**src/rtl/fifo_ctrl_sync_pkg.sv**
```systemverilog
`default_nettype none
// ============================================================================
// Module      : fifo_ctrl_sync_pkg
// Description : Shared sizing constants and operation encoding for the
//               single-clock FIFO controller.
// Revision    : 1.0 - initial release
// ============================================================================
package fifo_ctrl_sync_pkg;

  // Default data and address widths of the dual-port SRAM wrapper
  localparam int c_d_length = 8;
  localparam int c_a_length = 4;

  // Accepted operations for one clock edge, packed as {write, read}
  typedef enum logic [1:0] {
    OP_NONE = 2'b00,
    OP_POP  = 2'b01,
    OP_PUSH = 2'b10,
    OP_BOTH = 2'b11
  } fifo_op_e;

endpackage : fifo_ctrl_sync_pkg
`default_nettype wire

```
**src/rtl/fifo_ctrl_sync_ptr_ctrl.sv**
```systemverilog
`default_nettype none
// ============================================================================
// Module      : fifo_ptr_ctrl
// Description : One FIFO pointer with wrap bit plus its request-accept gate.
// Revision    : 1.0 - initial release
// ============================================================================
module fifo_ptr_ctrl #(
  parameter int A_LENGTH = fifo_ctrl_sync_pkg::c_a_length
) (
  input  logic                clk,
  input  logic                rst_n,
  input  logic                req,
  input  logic                blocked,
  output logic                acc,
  output logic [A_LENGTH-1:0] addr,
  output logic [A_LENGTH:0]   ptr_next
);

  localparam logic [A_LENGTH:0] c_one = {{A_LENGTH{1'b0}}, 1'b1};

  logic [A_LENGTH:0] r_ptr;

  assign acc      = req & ~blocked;
  assign ptr_next = acc ? (r_ptr + c_one) : r_ptr;
  assign addr     = r_ptr[A_LENGTH-1:0];

  always_ff @(posedge clk or negedge rst_n) begin
    if (!rst_n) begin
      r_ptr <= '0;
    end else begin
      r_ptr <= ptr_next;
    end
  end

endmodule : fifo_ptr_ctrl
`default_nettype wire

```
**src/rtl/fifo_ctrl_sync.sv**
```systemverilog
`default_nettype none
// ============================================================================
// Module      : fifo_ctrl_sync
// Description : Single-clock FIFO controller driving a dual-port SRAM wrapper.
// Revision    : 1.0 - initial release
// ============================================================================
module fifo_ctrl_sync
  import fifo_ctrl_sync_pkg::*;
#(
  parameter int D_LENGTH = c_d_length,
  parameter int A_LENGTH = c_a_length,
  parameter int AF_LEVEL = (2 ** A_LENGTH) - 2,
  parameter int AE_LEVEL = 2
) (
  input  logic                clk,
  input  logic                rst_n,
  input  logic                wr_req,
  input  logic [D_LENGTH-1:0] wr_data_in,
  input  logic                rd_req,
  output logic                mem_wr_en,
  output logic [A_LENGTH-1:0] mem_wr_addr,
  output logic [D_LENGTH-1:0] mem_wr_data,
  output logic                mem_rd_en,
  output logic [A_LENGTH-1:0] mem_rd_addr,
  output logic                rd_valid,
  output logic [A_LENGTH:0]   count,
  output logic                full,
  output logic                empty,
  output logic                almost_full,
  output logic                almost_empty,
  output logic                wr_overflow,
  output logic                rd_underflow
);

  localparam logic [A_LENGTH:0] c_one      = {{A_LENGTH{1'b0}}, 1'b1};
  localparam logic [A_LENGTH:0] c_af_level = (A_LENGTH + 1)'(AF_LEVEL);
  localparam logic [A_LENGTH:0] c_ae_level = (A_LENGTH + 1)'(AE_LEVEL);

  logic              w_wr_acc;
  logic              w_rd_acc;
  logic [A_LENGTH:0] w_wr_ptr_next;
  logic [A_LENGTH:0] w_rd_ptr_next;
  logic [A_LENGTH:0] w_count_next;
  fifo_op_e          w_op;

  logic              r_full;
  logic              r_empty;
  logic [A_LENGTH:0] r_count;
  logic              r_almost_full;
  logic              r_almost_empty;
  logic              r_rd_valid;
  logic              r_wr_overflow;
  logic              r_rd_underflow;

  fifo_ptr_ctrl #(.A_LENGTH(A_LENGTH)) u_wr_ptr (
    .clk      (clk),
    .rst_n    (rst_n),
    .req      (wr_req),
    .blocked  (r_full),
    .acc      (w_wr_acc),
    .addr     (mem_wr_addr),
    .ptr_next (w_wr_ptr_next)
  );

  fifo_ptr_ctrl #(.A_LENGTH(A_LENGTH)) u_rd_ptr (
    .clk      (clk),
    .rst_n    (rst_n),
    .req      (rd_req),
    .blocked  (r_empty),
    .acc      (w_rd_acc),
    .addr     (mem_rd_addr),
    .ptr_next (w_rd_ptr_next)
  );

  assign w_op = fifo_op_e'({w_wr_acc, w_rd_acc});

  always_comb begin
    w_count_next = r_count;
    case (w_op)
      OP_PUSH: w_count_next = r_count + c_one;
      OP_POP:  w_count_next = r_count - c_one;
      default: w_count_next = r_count;
    endcase
  end

  // Flags are registered from next-state values so they never see the requests combinationally
  always_ff @(posedge clk or negedge rst_n) begin
    if (!rst_n) begin
      r_full         <= 1'b0;
      r_empty        <= 1'b1;
      r_count        <= '0;
      r_almost_full  <= 1'b0;
      r_almost_empty <= 1'b1;
      r_rd_valid     <= 1'b0;
      r_wr_overflow  <= 1'b0;
      r_rd_underflow <= 1'b0;
    end else begin
      r_full         <= (w_wr_ptr_next[A_LENGTH] != w_rd_ptr_next[A_LENGTH]) &&
                        (w_wr_ptr_next[A_LENGTH-1:0] == w_rd_ptr_next[A_LENGTH-1:0]);
      r_empty        <= (w_wr_ptr_next == w_rd_ptr_next);
      r_count        <= w_count_next;
      r_almost_full  <= (w_count_next >= c_af_level);
      r_almost_empty <= (w_count_next <= c_ae_level);
      r_rd_valid     <= w_rd_acc;
      r_wr_overflow  <= r_wr_overflow | (wr_req & r_full);
      r_rd_underflow <= r_rd_underflow | (rd_req & r_empty);
    end
  end

  assign mem_wr_en    = w_wr_acc;
  assign mem_wr_data  = wr_data_in;
  assign mem_rd_en    = w_rd_acc;
  assign rd_valid     = r_rd_valid;
  assign count        = r_count;
  assign full         = r_full;
  assign empty        = r_empty;
  assign almost_full  = r_almost_full;
  assign almost_empty = r_almost_empty;
  assign wr_overflow  = r_wr_overflow;
  assign rd_underflow = r_rd_underflow;

endmodule : fifo_ctrl_sync
`default_nettype wire

```
**config.mk**
```make
export PLATFORM = sky130hd
export DESIGN_NAME = fifo_ctrl_sync
export DESIGN_NICKNAME = d
export VERILOG_FILES = /design/src/rtl/fifo_ctrl_sync_pkg.sv /design/src/rtl/fifo_ctrl_sync_ptr_ctrl.sv /design/src/rtl/fifo_ctrl_sync.sv
export SDC_FILE = /design/constraint.sdc
export NUM_CORES = 1
export LEC_CHECK = 0
export CORE_UTILIZATION = 40
export DETAILED_ROUTE_END_ITERATION = 7
export PLACE_DENSITY_LB_ADDON = 0.05
export SYNTH_ARGS = -nofsm -noshare
export SYNTH_HDL_FRONTEND = slang
export SYNTH_HIERARCHICAL = 1
export SYNTH_SLANG_ARGS = --single-unit
```
**constraint.sdc**
```tcl
create_clock -name clk -period 2.25 [get_ports clk]
set_input_delay 0.45 -clock clk [delete_from_list [all_inputs] [get_ports clk]]
set_output_delay 0.45 -clock clk [all_outputs]
set_load 0.01 [all_outputs]
```
==> flow_metrics.py <==
metrics = {
    "logic_synthesis": {
        "postSynthCellCount": 111,
        "yosys.area.top_type_share_pct": 39.1,
        "netlist_top_cells_count": "dfrtp_1 (20), buf_4 (16), xnor2_1 (12)",
        "synth.distinct_cells": 36,
        "yosysTopAreaCell": "dfrtp_1",
        "ys_ff_latch": 22,
        "syn_area_um2": 1280,
        "avgSynthCellArea_um2": 11.5,
        "syn_nets": 128,
        "ys_seq_area_share_pct": 43.2,
        "synth_ff_type": "dfrtp_1",
        "ys_warn_count": 6,
        "ys_async_sr_fraction_pct": 100,
        "post_synth_main_area_contributors": "dfrtp_1 (39%), buf_4 (9.4%), xnor2_1 (8.2%), ha_1 (4.9%), dfstp_2 (4.1%)",
        "synth_edf_count": 0,
        "yosysMostFrequentCell": "dfrtp_1",
    },
    "floorplanning": {
        "initial_core_util_pct": 42.0,
        "rows": 20,
        "io_pins": 42,
        "die-area_um2": 3430,
        "die_y_um": 58.6,
        "fp.coreArea_um2": 3050,
        "die_w_um": 58.6,
    },
    "clock_network": {
        "clkTransAtPathRegs_ps": 120,
        "clk_latency_ps": 300,
        "numClockSinks": 22,
        "cts_buffer_depth": 2,
        "postCtsHoldBufs": 0,
        "htreeDepth": 1,
        "cts_buffers": 3,
        "cts_tree": "done",
        "clockRootBuffer": "clkbuf_4",
    },
    "sta": {
        "max_freq_mhz": 449,
        "maxSlewViolCount": 0,
        "final-setup-viol-count": 0,
        "worst_slew_pin_slew_ps": 395,
        "holdWs_ps": 419,
        "min_period_over_period_pct": 99.1,
        "hold_viol": 0,
        "max_slew_margin_pct": 73.6,
        "clock_skew_ps": 3.19,
        "rsz0062_at_grt": "true",
        "period_needed_ps": 2230,
        "finalWorstSetupSlack_ps": 21.2,
    },
    "setup_path": {
        "cp.required_ps": 2450,
        "cp_top_family": "flip-flops",
        "rr_worst_depth": 8,
        "cp_num_cells": 8,
        "slowest_stage": "dfstp_2",
        "cp_cell_sequence": "nor2b_4 -> ha_4 -> xor2_1 -> ha_2 -> a21oi_2 -> mux2_4 -> xnor2_2 -> a311o_1",
        "worstSetupEndpointType": "register",
        "cp_max_fo": 3,
        "critPathLaunchType": "register",
        "crit_buf_inv": 0,
        "crit_type": "reg -> reg",
        "cpPeakStageDelay_ps": 580,
        "cp.arrival_ps": 2430,
    },
    "power": {
        "power_frac_clock_pct": 6.8,
        "pwr-share-seq_pct": 30.1,
        "power_per_cell_area_nw_per_um2": 1680,
        "p_int_mw": 1.64,
        "vdd_drop_max_v": 0.000696,
        "swShare_pct": 39.0,
        "power_frac_comb_pct": 63.0,
        "p_sw_mw": 1.05,
        "leakage_nw": 0.674,
    },
    "drt": {
        "num_vias": 849,
        "routed_wl_mm": 2.31,
        "drtPass1Iterations": 4,
        "antenna_left": 0,
        "viasPerCell": 4.80,
        "drt_first_iter_violations": 21,
        "wl_per_cell_um": 13.1,
        "drcViolationCount": 0,
    },
    "global_route": {
        "grt_antenna_before_repair": 0,
        "grt_pass1_vias": 891,
        "grt_pass1_wl_mm": 3.88,
        "overflow": 0,
        "grt_max_degree": 15,
        "grtUsageTotal_pct": 15.0,
    },
    "cells_and_area": {
        "fin_nets": 151,
        "drive_gt1_share_pct": 28.6,
        "num_antenna_cells": 0,
        "area_growth_pct": 24.5,
    },
    "placement": {
        "io_buffers": 25,
        "hpwl_mm": 1.79,
        "post-place-ws_ps": -526,
        "gp_congestion": 0.809,
    },
    "run_status": {
        "status": "finished clean",
    },
    "job": {
        "maxCapViolCount": 0,
    },
    "min_path": {
        "min_path_type": "in -> async",
    },
}
path summary, 6_finish.rpt:
| kind | start | endpoint | slack, ps |
|---|---|---|---|
| setup reg to reg | empty | almost_full | 20 |
| max in group asynchronous | rst_n | rd_valid | 1310 |
| setup / recovery | empty | almost_full | 20 |
| hold reg to reg | rd_underflow | rd_underflow | 470 |
| hold / removal | rst_n | wr_overflow | 420 |
| min in group clk | rd_underflow | rd_underflow | 470 |
layout make-up:
type | instances | area, um2
Timing Repair Buffer | 38 | 345
Inverter | 4 | 15.0
Fill cell | 309 | 1460
Clock buffer | 4 | 26.3
Sequential cell | 22 | 553
Tap cell | 44 | 55.1
Multi-Input combinational cell | 65 | 601
stage by stage:
stage	utilization (%)	instances	TNS (ps)	instance area (um2)	total power, mW
3_3_place_gp	50.7	170	-1730	1550	2.46
4_1_cts	51.8	175	0	1580	2.69
2_1_floorplan	-	111	-234	1330	1.95
6_report	52.3	177	0	1600	2.69
3_5_place_dp	50.7	170	-1930	1550	2.49
5_1_grt	52.3	177	-41.7	1600	2.89
layout by cell type, fill, tap and decap left out, types with 3 or more instances in the layout:
cell type	n
clkdlybuf4s50_1	23
dfrtp_1	20
buf_4	13
xnor2_1	11
nand4_1	5
mux2_4	4
xor2_1	4
nor2_1	3
inv_1	3
a21oi_1	3
nand2_1	3
ha_1	3
clkbuf_4	3
kinds of logic (layout without fill, tap and decap cells):
family | after synthesis | count (layout) | share of synthesized area, %
AND/OR/NAND/NOR | 22 | 22 | 12.1
AO/OA/AOI/OAI | 16 | 16 | 9.57
multiplexers | 6 | 6 | 5.76
XOR/XNOR | 16 | 16 | 10.9
adder cells (fa/ha/maj) | 5 | 5 | 4.88
buffers and inverters | 24 | 46 | 13.6
flip-flops | 22 | 22 | 43.2
worst reg2reg max path, cell delays in order (launching register included):
cell	delay, ps
dfstp_2	580
nor2b_4	50
ha_4	150
xor2_1	170
ha_2	220
a21oi_2	160
mux2_4	340
xnor2_2	140
a311o_1	310
power groups by stage:
stage                     sequential [mW]  clock (mW)  combinational (mW)
after floorplan                     0.825           0                1.13
after global placement              0.814           0                1.64
after detailed placement            0.819           0                1.67
after CTS                           0.812       0.195                1.68
after global routing                0.841       0.214                1.83
final                               0.810       0.184                1.69
routing by layer:
metal | up-vias | track usage (%) | wire length [um]
li1 | 410 | - | -
met3 | 2 | 4.40 | 138
met2 | 32 | 22.8 | 987
met4 | 0 | 4.42 | 13
met1 | 405 | 20.8 | 1170
met5 | - | 0 | 0
what timing repair did:
item / in CTS / in global routing
resized for setup: 2 / 0
buffers inserted: 1 / 2
pin swaps: 4 / 0
endpoints found under the setup margin: 4 / 1
Note: power is estimated with default switching activity, not from simulation.
